<file path="src/rtl/fcb_wb_slave.sv">
// Wishbone classic responder for the FCB register window: four config words, W1C IRQ
// pending, IRQ enable, scratch and read-only fabric status, with programmable wait states.
module fcb_wb_slave #(
  parameter int WAIT_STATES = 0
) (
  input  logic         clk,
  input  logic         reset,
  input  logic [2:0]   wb_address,
  input  logic [31:0]  wb_data_in,
  output logic [31:0]  wb_data_out,
  input  logic         wb_we,
  input  logic         wb_bus_cycle,
  input  logic [3:0]   wb_select,
  input  logic         wb_stb,
  output logic         wb_ack,
  output logic         wb_error,
  output logic [127:0] cfg_out,
  input  logic [31:0]  irq_set,
  input  logic [31:0]  status_in,
  output logic         irq
);

  localparam logic [1:0] ST_IDLE  = 2'd0;
  localparam logic [1:0] ST_WAIT  = 2'd1;
  localparam logic [1:0] ST_RESP  = 2'd2;
  localparam logic [3:0] CNT_INIT = 4'(WAIT_STATES - 1);

  function automatic logic [31:0] lane_mask(input logic [3:0] sel);
    return {{8{sel[3]}}, {8{sel[2]}}, {8{sel[1]}}, {8{sel[0]}}};
  endfunction

  function automatic logic [31:0] lane_merge(input logic [31:0] old_val,
                                             input logic [31:0] new_val,
                                             input logic [3:0]  sel);
    return (old_val & ~lane_mask(sel)) | (new_val & lane_mask(sel));
  endfunction

  function automatic logic access_err(input logic we, input logic [2:0] adr,
                                      input logic [3:0] sel);
    return (sel == 4'h0) || (we && (adr == 3'd7));
  endfunction

  logic [1:0]  state_q, state_d;
  logic [3:0]  cnt_q, cnt_d;
  logic [2:0]  addr_q, addr_d;
  logic        we_q, we_d;
  logic [3:0]  sel_q, sel_d;
  logic [31:0] data_q, data_d;
  logic        err_q, err_d;
  logic [31:0] cfg_q [4];
  logic [31:0] cfg_d [4];
  logic [31:0] pend_q, pend_d;
  logic [31:0] en_q, en_d;
  logic [31:0] scratch_q, scratch_d;
  logic        ack_q, ack_d;
  logic        error_q, error_d;
  logic [31:0] dout_q, dout_d;

  logic        req_s;
  logic        commit_s;
  logic [2:0]  txn_addr_s;
  logic        txn_we_s;
  logic [3:0]  txn_sel_s;
  logic [31:0] txn_data_s;
  logic        txn_err_s;
  logic [31:0] pend_clr_s;
  logic [31:0] rdata_s;

  // Request FSM: latch the access in IDLE, count wait states, respond for one cycle.
  always_comb begin
    req_s    = wb_bus_cycle & wb_stb;
    state_d  = state_q;
    cnt_d    = cnt_q;
    addr_d   = addr_q;
    we_d     = we_q;
    sel_d    = sel_q;
    data_d   = data_q;
    err_d    = err_q;
    commit_s = 1'b0;
    case (state_q)
      ST_IDLE: begin
        if (req_s) begin
          addr_d = wb_address;
          we_d   = wb_we;
          sel_d  = wb_select;
          data_d = wb_data_in;
          err_d  = access_err(wb_we, wb_address, wb_select);
          if (WAIT_STATES == 0) begin
            state_d  = ST_RESP;
            commit_s = 1'b1;
          end else begin
            state_d = ST_WAIT;
            cnt_d   = CNT_INIT;
          end
        end else begin
          state_d = ST_IDLE;
        end
      end
      ST_WAIT: begin
        if (!req_s) begin
          state_d = ST_IDLE;
        end else if (cnt_q == 4'd0) begin
          state_d  = ST_RESP;
          commit_s = 1'b1;
        end else begin
          cnt_d = cnt_q - 4'd1;
        end
      end
      ST_RESP: state_d = ST_IDLE;
      default: state_d = ST_IDLE;
    endcase
  end

  // With zero wait states the commit happens straight from IDLE, before anything is latched.
  always_comb begin
    if (state_q == ST_IDLE) begin
      txn_addr_s = wb_address;
      txn_we_s   = wb_we;
      txn_sel_s  = wb_select;
      txn_data_s = wb_data_in;
      txn_err_s  = access_err(wb_we, wb_address, wb_select);
    end else begin
      txn_addr_s = addr_q;
      txn_we_s   = we_q;
      txn_sel_s  = sel_q;
      txn_data_s = data_q;
      txn_err_s  = err_q;
    end
  end

  // Register file updates; fabric IRQ events win over a same-cycle W1C.
  always_comb begin
    cfg_d      = cfg_q;
    en_d       = en_q;
    scratch_d  = scratch_q;
    pend_clr_s = 32'h0;
    if (commit_s && txn_we_s && !txn_err_s) begin
      case (txn_addr_s)
        3'd0, 3'd1, 3'd2, 3'd3:
          cfg_d[txn_addr_s[1:0]] = lane_merge(cfg_q[txn_addr_s[1:0]], txn_data_s, txn_sel_s);
        3'd4:    pend_clr_s = txn_data_s & lane_mask(txn_sel_s);
        3'd5:    en_d = lane_merge(en_q, txn_data_s, txn_sel_s);
        3'd6:    scratch_d = lane_merge(scratch_q, txn_data_s, txn_sel_s);
        default: pend_clr_s = 32'h0;
      endcase
    end else begin
      pend_clr_s = 32'h0;
    end
    pend_d = (pend_q & ~pend_clr_s) | irq_set;
  end

  // Read mux and response outputs; read data lives only for the response cycle.
  always_comb begin
    case (txn_addr_s)
      3'd0:    rdata_s = cfg_q[0];
      3'd1:    rdata_s = cfg_q[1];
      3'd2:    rdata_s = cfg_q[2];
      3'd3:    rdata_s = cfg_q[3];
      3'd4:    rdata_s = pend_q;
      3'd5:    rdata_s = en_q;
      3'd6:    rdata_s = scratch_q;
      3'd7:    rdata_s = status_in;
      default: rdata_s = 32'h0;
    endcase
    ack_d   = commit_s & ~txn_err_s;
    error_d = commit_s & txn_err_s;
    if (commit_s && !txn_we_s && !txn_err_s) begin
      dout_d = rdata_s;
    end else begin
      dout_d = 32'h0;
    end
  end

  // State and register flops.
  always_ff @(posedge clk or negedge reset) begin
    if (!reset) begin
      state_q   <= ST_IDLE;
      cnt_q     <= 4'd0;
      addr_q    <= 3'd0;
      we_q      <= 1'b0;
      sel_q     <= 4'h0;
      data_q    <= 32'h0;
      err_q     <= 1'b0;
      for (int i = 0; i < 4; i++) cfg_q[i] <= 32'h0;
      pend_q    <= 32'h0;
      en_q      <= 32'h0;
      scratch_q <= 32'h0;
      ack_q     <= 1'b0;
      error_q   <= 1'b0;
      dout_q    <= 32'h0;
    end else begin
      state_q   <= state_d;
      cnt_q     <= cnt_d;
      addr_q    <= addr_d;
      we_q      <= we_d;
      sel_q     <= sel_d;
      data_q    <= data_d;
      err_q     <= err_d;
      for (int i = 0; i < 4; i++) cfg_q[i] <= cfg_d[i];
      pend_q    <= pend_d;
      en_q      <= en_d;
      scratch_q <= scratch_d;
      ack_q     <= ack_d;
      error_q   <= error_d;
      dout_q    <= dout_d;
    end
  end

  assign wb_ack      = ack_q;
  assign wb_error    = error_q;
  assign wb_data_out = dout_q;
  assign cfg_out     = {cfg_q[3], cfg_q[2], cfg_q[1], cfg_q[0]};
  assign irq         = |(pend_q & en_q);

endmodule

</file>
<file path="config.mk">
export PLATFORM = sky130hd
export DESIGN_NAME = fcb_wb_slave
export DESIGN_NICKNAME = d
export VERILOG_FILES = /design/src/rtl/fcb_wb_slave.sv
export SDC_FILE = /design/constraint.sdc
export NUM_CORES = 1
export LEC_CHECK = 0
export CORE_MARGIN = 5
export CORE_UTILIZATION = 45
export CTS_CLUSTER_SIZE = 40
export DETAILED_ROUTE_END_ITERATION = 10
export HOLD_SLACK_MARGIN = 0.02
export MAX_ROUTING_LAYER = met4
export PLACE_DENSITY = 0.7
export SLEW_MARGIN = 20
export SYNTH_ARGS = -nofsm -noshare
export SYNTH_HDL_FRONTEND = slang
export SYNTH_SLANG_ARGS = --single-unit
</file>
<file path="constraint.sdc">
create_clock -name clk -period 2.45 [get_ports clk]
set_clock_uncertainty 0.05 [all_clocks]
set_input_delay 0.3675 -clock clk [delete_from_list [all_inputs] [get_ports clk]]
set_output_delay 0.3675 -clock clk [all_outputs]
set_load 0.02 [all_outputs]
</file>
### Word-level counts from Yosys, hierarchy flattened

Cells that the tools add are included.

| storage, ports and cells | value |
|---|---|
| flip-flop bits (word level) | 305 |
| logic and storage cells | 91 |

| operators by class | value |
|---|---|
| $add $sub $neg | 1 |
| $lt $le $gt $ge | 2 |
| equal/unequal tests | 10 |
| multiplexer cells | 23 |
| bitwise logic cells | 18 |
| reduce and logical (&&, ||, !) cells | 20 |

Operator list:

| operator | count |
|---|---|
| case mux 32 bit (8 select lines) | 1 |
| two-way mux 32 bit | 7 |
| bitwise AND 32 bit | 6 |
| bitwise mux 128 bit | 1 |
| bitwise OR 32 bit | 4 |
| binary-select mux 32 bit (select 2 bit) | 1 |
| demux 32 bit (select 2 bit) | 1 |
| inverter 32 bit | 2 |
| OR reduction 32 bit | 1 |
| == test 3 bit (second input constant) | 5 |
| zero test 4 bit | 2 |
| AND reduction 2 bit | 4 |
| == test 3 x 2 -> 1 bit (second input constant) | 2 |
| logical AND 1 bit | 6 |
| two-way mux 2 bit | 3 |
| two-way mux 1 bit | 5 |
| two-way mux 4 bit | 1 |
| case mux 2 bit (2 select lines) | 1 |
| OR reduction 4 bit | 1 |
| subtractor 4 x 1 -> 4 bit (second input constant) | 1 |
| bitwise AND 1 bit | 3 |
| == test 3 x 1 -> 1 bit (second input constant) | 1 |
| greater-or-equal comparator 3 bit (second input constant) | 1 |
| zero test 3 bit | 1 |
| other kinds (11) | 13 |

### Longest topological paths before layout

Gate-level depths: netlist of run 1.

| depth | value |
|---|---|
| depth after elaboration | 10 |
| gate-level depth with buffers | 10 |
| gate-level depth less buffers | 6 |

### Worst setup path before layout of run 1

OpenSTA, ideal clock, no wires.

| timing | value |
|---|---|
| path kind | reg-to-reg |
| from | reg addr_q[1] |
| to | reg cfg_q (netlist bit cfg_out[23]) |
| arrival | 1,805 ps |
| slack | 461 ps |
| cell stages (with the launch flop) | 9 |
| path buffers | 3 |
| period minus slack after synthesis | 1,989 ps |
| cells stage by stage | dfrtp_1 -> buf_2 -> and3_1 -> clkbuf_1 -> or2_1 -> buf_6 -> a222oi_1 -> and3_2 -> o31ai_1 |

| on the way | value |
|---|---|
| word-level cells in the longest chain between the ends | 8 |
| elaborated cells between the ends (all ways) | 19 |

RTL lines:

| what | RTL line | text |
|---|---|---|
| start: declaration | 45 | `logic [2:0] addr_q, addr_d;` |
| start signal: assignment | 194 | `addr_q <= addr_d;` |
| two-way mux 3 bit (*) | 116 | `if (state_q == ST_IDLE) begin` |
| inverter 2 -> 3 bit (not written as such) | 140 | `cfg_d[txn_addr_s[1:0]] = lane_merge(cfg_q[txn_addr_s[1:0]], txn_data_s, txn_sel_s);` |
| binary-select mux 32 bit (select 2 bit) | 140 |  |
| two-way mux 32 bit (not written as such) (2 in a row) | 140 |  |
| bitwise AND 32 bit | 35 | `return (old_val & ~lane_mask(sel)) \| (new_val & lane_mask(sel));` |
| bitwise OR 32 bit | 35 |  |
| bitwise mux 128 bit | 140 |  |
| end: declaration | 50 | `logic [31:0] cfg_q [4];` |

Mark *: on every way between the ends. The rest lies on a longest branch, timed or not. The select of a mux whose other input is x is not followed.
A chain may end at the register's enable or synchronous reset.

### Worst setup path in the final report of run 1

| timing | value |
|---|---|
| from | reg pend_q[19] |
| to | out irq |

| on the way | value |
|---|---|
| word-level cells in the longest chain between the ends | 2 |

RTL lines:

| what | RTL line | text |
|---|---|---|
| start: declaration | 52 | `logic [31:0] pend_q, pend_d;` |
| start signal: assignment | 200 | `pend_q <= pend_d;` |
| bitwise AND 32 bit | 213 | `assign irq = \|(pend_q & en_q);` |
| OR reduction 32 bit | 213 |  |
| end: declaration | 20 | `output logic irq` |

Every way passes these cells.

==> run summary, run 1 <==
Status -> finished, final reports clean
Routability-driven placement congestion ratio -> 1.012
Via/cell ratio -> 5.987
Internal power -> 0.01083 W
Worst-path clk slew -> 0.06 ns
Clock power share -> 32.1%
Slowest CP cell -> or4_4
Critical Path, Cell by Cell -> a22oi_2 > buf_4 > nand4_1 > or4_4 > buf_6
Register area share after synthesis -> 50.99%
Ys flop type -> dfrtp_1
Final Setup Violations -> 0
Worst-path fanout max -> 2
Largest net degree at the start of global routing -> 75
Setup CP Type -> reg -> out
Cell Area, Synth -> 0.01463 sq mm
Period utilization -> 99.91%
Worst-Skew Late Latency -> 0.51 ns
DRC Markers -> 0
Port bufs -> 270
Longest Clk Path Bufs -> 3
Cells after Synth -> 1523
Type of origin of the critical path -> flop
Die Area -> 0.03621 sq mm
Reg power frac -> 39.9%
Reg2Reg Depth -> 8
Final cell utilization of the core -> 62.74%
Wirelength, routed -> 57970 microns
MaxCap Viol Count -> 0
Sw Ratio -> 33.12%
Final hold violation count -> 0
Worst Path Buf+Inv -> 2
Async SR Flop Fraction -> 100.0%
Worst vdd ir -> 0.0005445 V
Post-synth EDFFs -> 0
Cell area power density -> 799.4 mW/mm^2
GRT Util Overall -> 32.24%
Via count -> 14.20k
Area grow syn2layout -> 38.51%
Initial Util -> 45.30%
CTS tree -> done
Die height -> 190.3 microns
Warnings, synthesis -> 0
Arrival @ worst endpoint -> 2.03 ns
Worst R2R Start -> state_q[1]
Clock sink count -> 298
FF+latch count, synth -> 298
HP Class -> in -> async
Critical path endpoint category -> primary output
Min cycle time layout -> 2.448 ns
Setup TNS -> 0 ns
DP HPWL -> 43100 microns
WL per Instance -> 24.44 microns
Io pins -> 271
Rel. slew slack -> 45.93%
CP delay by family, top -> simple AND/OR/NAND/NOR gates
Tightest Pin Transition -> 0.8057 ns
Router iterations before antenna repair -> 8
CP startpoint -> pend_q[19]
First-pass GRT wire length -> 86680 microns
CTS root buf -> clkbuf_16
Share of layout cells above drive strength 1 -> 15.92%
Die X -> 190.3 microns
Synthesized area per cell -> 9.603 sq um
Comb power frac -> 28.0%
Initial antenna violation count -> 1
RSZ-0062 raised after global routing -> true
Post-DRT Antenna Nets -> 0
Vias in the first global route -> 13.97k
H-tree Lvls -> 2
Reg-to-reg critical path endpoint -> wb_data_out[6]
Fmax -> 408.6 MHz
Critical Path Max Stage Delay -> 0.51 ns
Pleak -> 8.622 nW
Cts bufs inserted -> 34
Overflow after GRT -> 0
Final Max Slew Viols -> 0
CP required -> 2.03 ns
Final nets -> 2011
Design Power -> 0.01619 W
Initial DRC Count -> 1681
Site Rows -> 66
Core area -> 0.03229 sq mm
Sw power -> 0.005363 W
Mapped Nets -> 1631
Synth cell types -> 64
R2R setup slack -> 0.07 ns
-- cell families (layout without fill, tap and decap cells) --
family,count (synthesis),in the layout,share of synthesized area (%)
buffers and inverters,124,529,4.089
multiplexers,57,57,4.106
other,0,2,0
AO/OA/AOI/OAI,545,545,25.38
flip-flops,298,298,50.99
AND/OR/NAND/NOR,499,499,15.43
-- through the flow --
stage | instances | setup slack [ns] | hold slack [ns] | area [sq um]
final | 2372 | 0.002321 | 0.3383 | 20260
after floorplan | 1523 | 0.4607 | 0.02191 | 14630
after global routing | 2371 | -0.06198 | 0.3747 | 20260
after global placement | 2307 | -0.2088 | 0.2995 | 19030
after detailed placement | 2307 | -0.2166 | 0.2991 | 19030
after CTS | 2369 | 0.001398 | 0.3587 | 20230
-- routing by layer --
metal	part of all wire [%]	GRT usage (%)	vias to the layer above	routed length [microns]
met5	0	-	-	0
met4	5.5	14.61	0	3164
met3	8.0	5.346	169	4662
met2	46	49.62	743	26700
met1	40	42.28	6960	23440
li1	-	-	6329	-
-- repair_timing --
action | 4_1_cts | 5_1_grt
setup buffers | 0 | 1
setup endpoints to repair | 6 | 43
gates resized for setup | 13 | 3
hold buffers | 1 | 0
hold endpoints to repair | 53 | 0
pin swaps | 1 | 1
-- power by group through the flow --
stage / logic [W] / registers [W] / clock network, W
after CTS: 0.00452 / 0.00644 / 0.00525
final: 0.00453 / 0.00647 / 0.00519
after global routing: 0.00485 / 0.00655 / 0.00546
after global placement: 0.00441 / 0.00650 / 0
after detailed placement: 0.00447 / 0.00652 / 0
after floorplan: 0.00157 / 0.00685 / 0
-- synthesized netlist by cell type (7+ instances only) --
| library cell | n | area, sq um |
|---|---|---|
| nor2_1 | 44 | 165.2 |
| a21oi_1 | 28 | 140.1 |
| buf_2 | 57 | 285.3 |
| a21o_1 | 38 | 285.3 |
| and3b_1 | 12 | 105.1 |
| and2_1 | 10 | 62.56 |
| a221oi_1 | 47 | 411.6 |
| nand2_1 | 345 | 1295 |
| mux2i_1 | 42 | 420.4 |
| buf_1 | 7 | 26.28 |
| a222oi_1 | 7 | 70.07 |
| o2bb2ai_1 | 9 | 78.83 |
| o31ai_1 | 49 | 367.9 |
| clkbuf_1 | 40 | 150.1 |
| a31oi_1 | 25 | 156.4 |
| nand2b_1 | 23 | 143.9 |
| o211ai_1 | 7 | 52.55 |
| o21a_1 | 28 | 210.2 |
| mux2_2 | 14 | 157.7 |
| buf_4 | 8 | 60.06 |
| nor3_2 | 9 | 90.09 |
| dfrtp_1 | 298 | 7457 |
| and3_1 | 16 | 100.1 |
| o21ai_0 | 184 | 920.9 |
| a22o_1 | 32 | 280.3 |
| a22oi_1 | 25 | 187.7 |
| o21ai_1 | 19 | 95.09 |
| nand4_1 | 12 | 75.07 |
| a311o_1 | 13 | 130.1 |
-- layout by cell type (no fill, tap or decap), drive strengths merged, types with 4 or more instances in the layout --
cell type	Yosys	layout
nand2	346	346
dfrtp	298	298
clkdlybuf4s50	0	268
o21ai	203	203
buf	76	192
a221oi	50	50
o31ai	49	49
nor2	44	44
clkbuf	41	44
mux2i	42	42
a21o	38	38
a22o	33	33
a21oi	28	28
o21a	28	28
a31oi	25	25
a22oi	25	25
nand2b	23	23
and3	17	17
mux2	14	14
a311o	13	13
nor3	13	13
and3b	12	12
nand4	12	12
and2	10	10
o2bb2ai	9	9
clkinv	0	9
o22a	8	8
o211ai	7	7
a222oi	7	7
inv	7	7
clkinvlp	0	6
nor2b	5	5
or2	5	5
and4	4	4
a211oi	4	4
-- layout make-up --
| cell class | count | area (sq um) |
|---|---|---|
| antenna | 2 | 5.005 |
| clock buffer | 44 | 1002 |
| clock inverter | 17 | 153.9 |
| fill | 2633 | 12030 |
| inverter | 7 | 28.78 |
| multi-input combinational | 1101 | 6618 |
| sequential | 298 | 7461 |
| tap | 442 | 553.0 |
| timing repair buffer | 461 | 4437 |
-- how the worst max path moves through the flow --
stage / end / slack [ns] / depth (start not counted)
5_1_grt: irq / -0.06 / 5
3_5_place_dp: cfg_out[55] / -0.22 / 8
6_report: irq / 0.002 / 5
3_3_place_gp: cfg_out[55] / -0.21 / 8
4_1_cts: irq / 0.001 / 5
2_1_floorplan: cfg_out[23] / 0.46 / 8
Power figures use the tool's default switching activity.
==> run 2: changes to the inputs <==
CORE_ASPECT_RATIO = 0.9   (was unset)
==> run summary, run 2 (synthesis gave the netlist of run 1 again) <==
Status -> finished with violations
Violated checks -> setup timing
Sw Ratio -> 33.09%
Critical Path Max Stage Delay -> 0.54 ns
Final nets -> 2010
DP HPWL -> 44770 microns
Worst-path clk slew -> 0.06 ns
Share of layout cells above drive strength 1 -> 15.18%
Critical Path, Cell by Cell -> a22oi_2 > nand4_1 > or4_4 > buf_6
Site Rows -> 62
Pleak -> 8.606 nW
Min cycle time layout -> 2.516 ns
Fmax -> 397.5 MHz
Via count -> 14.24k
Die X -> 200.0 microns
Largest net degree at the start of global routing -> 68
Overflow after GRT -> 0
Design Power -> 0.01621 W
Port bufs -> 270
Core area -> 0.03196 sq mm
CTS tree -> done
Final hold violation count -> 0
Period utilization -> 102.7%
Final Setup Violations -> 1
Die Area -> 0.03621 sq mm
Reg area -> 0.007461 sq mm
Most common cell after layout, fill and taps aside -> nand2_1
Initial DRC Count -> 1436
CP startpoint -> pend_q[16]
Worst setup margin -> -0.06550 ns
Type of origin of the critical path -> flop
MaxCap Viol Count -> 0
Clock sink count -> 298
Longest Clk Path Bufs -> 3
Internal power -> 0.01085 W
CP delay by family, top -> simple AND/OR/NAND/NOR gates
Routability-driven placement congestion ratio -> 0.9785
Final Max Slew Viols -> 0
Cell area power density -> 804.1 mW/mm^2
Worst R2R Start -> state_q[1]
Worst-Skew Late Latency -> 0.52 ns
Slowest CP cell -> or4_4
Clock power share -> 32.1%
Critical path endpoint category -> primary output
HP Class -> in -> reg
Area grow syn2layout -> 37.87%
Layout fillers -> 2685
Die height -> 181.0 microns
Rel. slew slack -> 46.16%
Comb power frac -> 27.6%
Commonest non-fill, non-tap cells in the layout -> 345 x nand2_1, 297 x dfrtp_1, 268 x clkdlybuf4s50_1
Initial Util -> 45.76%
Cts bufs inserted -> 35
Worst-path fanout max -> 2
CTS root buf -> clkbuf_16
Worst Path Buf+Inv -> 1
Setup CP Type -> reg -> out
Router iterations before antenna repair -> 8
Pre-CTS WS -> -0.3443 ns
Io pins -> 271
CP required -> 2.03 ns
Worst vdd ir -> 0.0006170 V
Post-DRT Antenna Nets -> 0
Initial antenna violation count -> 0
DRC Markers -> 0
WL per Instance -> 25.48 microns
Via/cell ratio -> 6.085
Multi-input logic area -> 0.006605 sq mm
Tightest Pin Transition -> 0.8023 ns
Arrival @ worst endpoint -> 2.10 ns
H-tree Lvls -> 2
Reg power frac -> 40.3%
GRT Util Overall -> 33.26%
RSZ-0062 raised after global routing -> true
Vias in the first global route -> 14.32k
Wirelength, routed -> 59620 microns
Sw power -> 0.005365 W
HP Start -> wb_data_in[8]
First-pass GRT wire length -> 89630 microns
[run 2: changes by cell type in the layout (fill, tap and decap cells not counted), sizes merged]
| cell | before | now |
|---|---|---|
| buf | 192 | 190 |
| clkbuf | 44 | 53 |
| clkinv | 9 | 3 |
| diode | 2 | 1 |
| clkinvlp | 6 | 0 |
[run 2: cell type report]
cell class,count,share of cell area (%)
sequential,298,37.00
clock buffer,53,5.237
inverter,7,0.1303
timing repair buffer,459,21.91
tap,416,2.581
multi-input combinational,1101,32.76
clock inverter,5,0.3723
antenna,1,0.01241
[run 2: power groups by stage]
stage | sequential [W] | combinational, W | clock, W
floorplan | 0.00685 | 0.00157 | 0
global placement | 0.00657 | 0.00436 | 0
detailed placement | 0.00658 | 0.00443 | 0
CTS | 0.00651 | 0.00447 | 0.00524
global route | 0.00662 | 0.00480 | 0.00545
finish | 0.00653 | 0.00448 | 0.00520
[run 2: final timing paths]
| path | endpoint | slack, ns | cells after the start |
|---|---|---|---|
| max | irq | -0.07 | 4 |
| min | data_q[8] | 0.37 | 3 |
| max reg2reg | cfg_out[49] | 0.09 | 6 |
| min reg2reg | data_q[17] | 0.42 | 2 |
| max in group asynchronous | cfg_out[33] | 1.19 | 3 |
| min in group asynchronous | pend_q[21] | 0.40 | 2 |
[run 2: what timing repair did]
| action | CTS | global route |
|---|---|---|
| pin swaps | 2 | 3 |
| setup endpoints to repair | 1 | 1 |
| endpoints found under the hold margin | 57 | 0 |
| resized for setup | 9 | 3 |
| hold buffers | 1 | 0 |
| setup buffers | 0 | 1 |
[run 2: per-layer routing]
layer	wire, microns	track usage, %
met5	0	-
met4	2579	11.22
met3	4420	5.103
met2	27940	52.14
met1	24680	44.44
[run 2: tightest hold or removal path: stages]
cell	delay, ns
clkdlybuf4s50_1	0.42
nand2_1	0.06
nand2_1	0.04
[run 2: through the flow]
stage / hold WS [ns] / instance area (sq um) / cells / utilization [%] / TNS (ns)
finish: 0.3696 / 20160 / 2340 / 63.09 / -0.06550
detailed placement: 0.3382 / 18980 / 2279 / 59.40 / -35.07
CTS: 0.3604 / 20140 / 2338 / 63.01 / -0.03589
floorplan: 0.02191 / 14630 / 1523 / - / 0
global placement: 0.3289 / 18980 / 2279 / 59.40 / -28.11
global route: 0.3827 / 20160 / 2339 / 63.08 / -0.09430
==> run 3: changes to the inputs <==
SLEW_MARGIN = 10   (was 20)
==> results of run 3 <==
Final layout, timing and power as in run 2 (identical DEF).
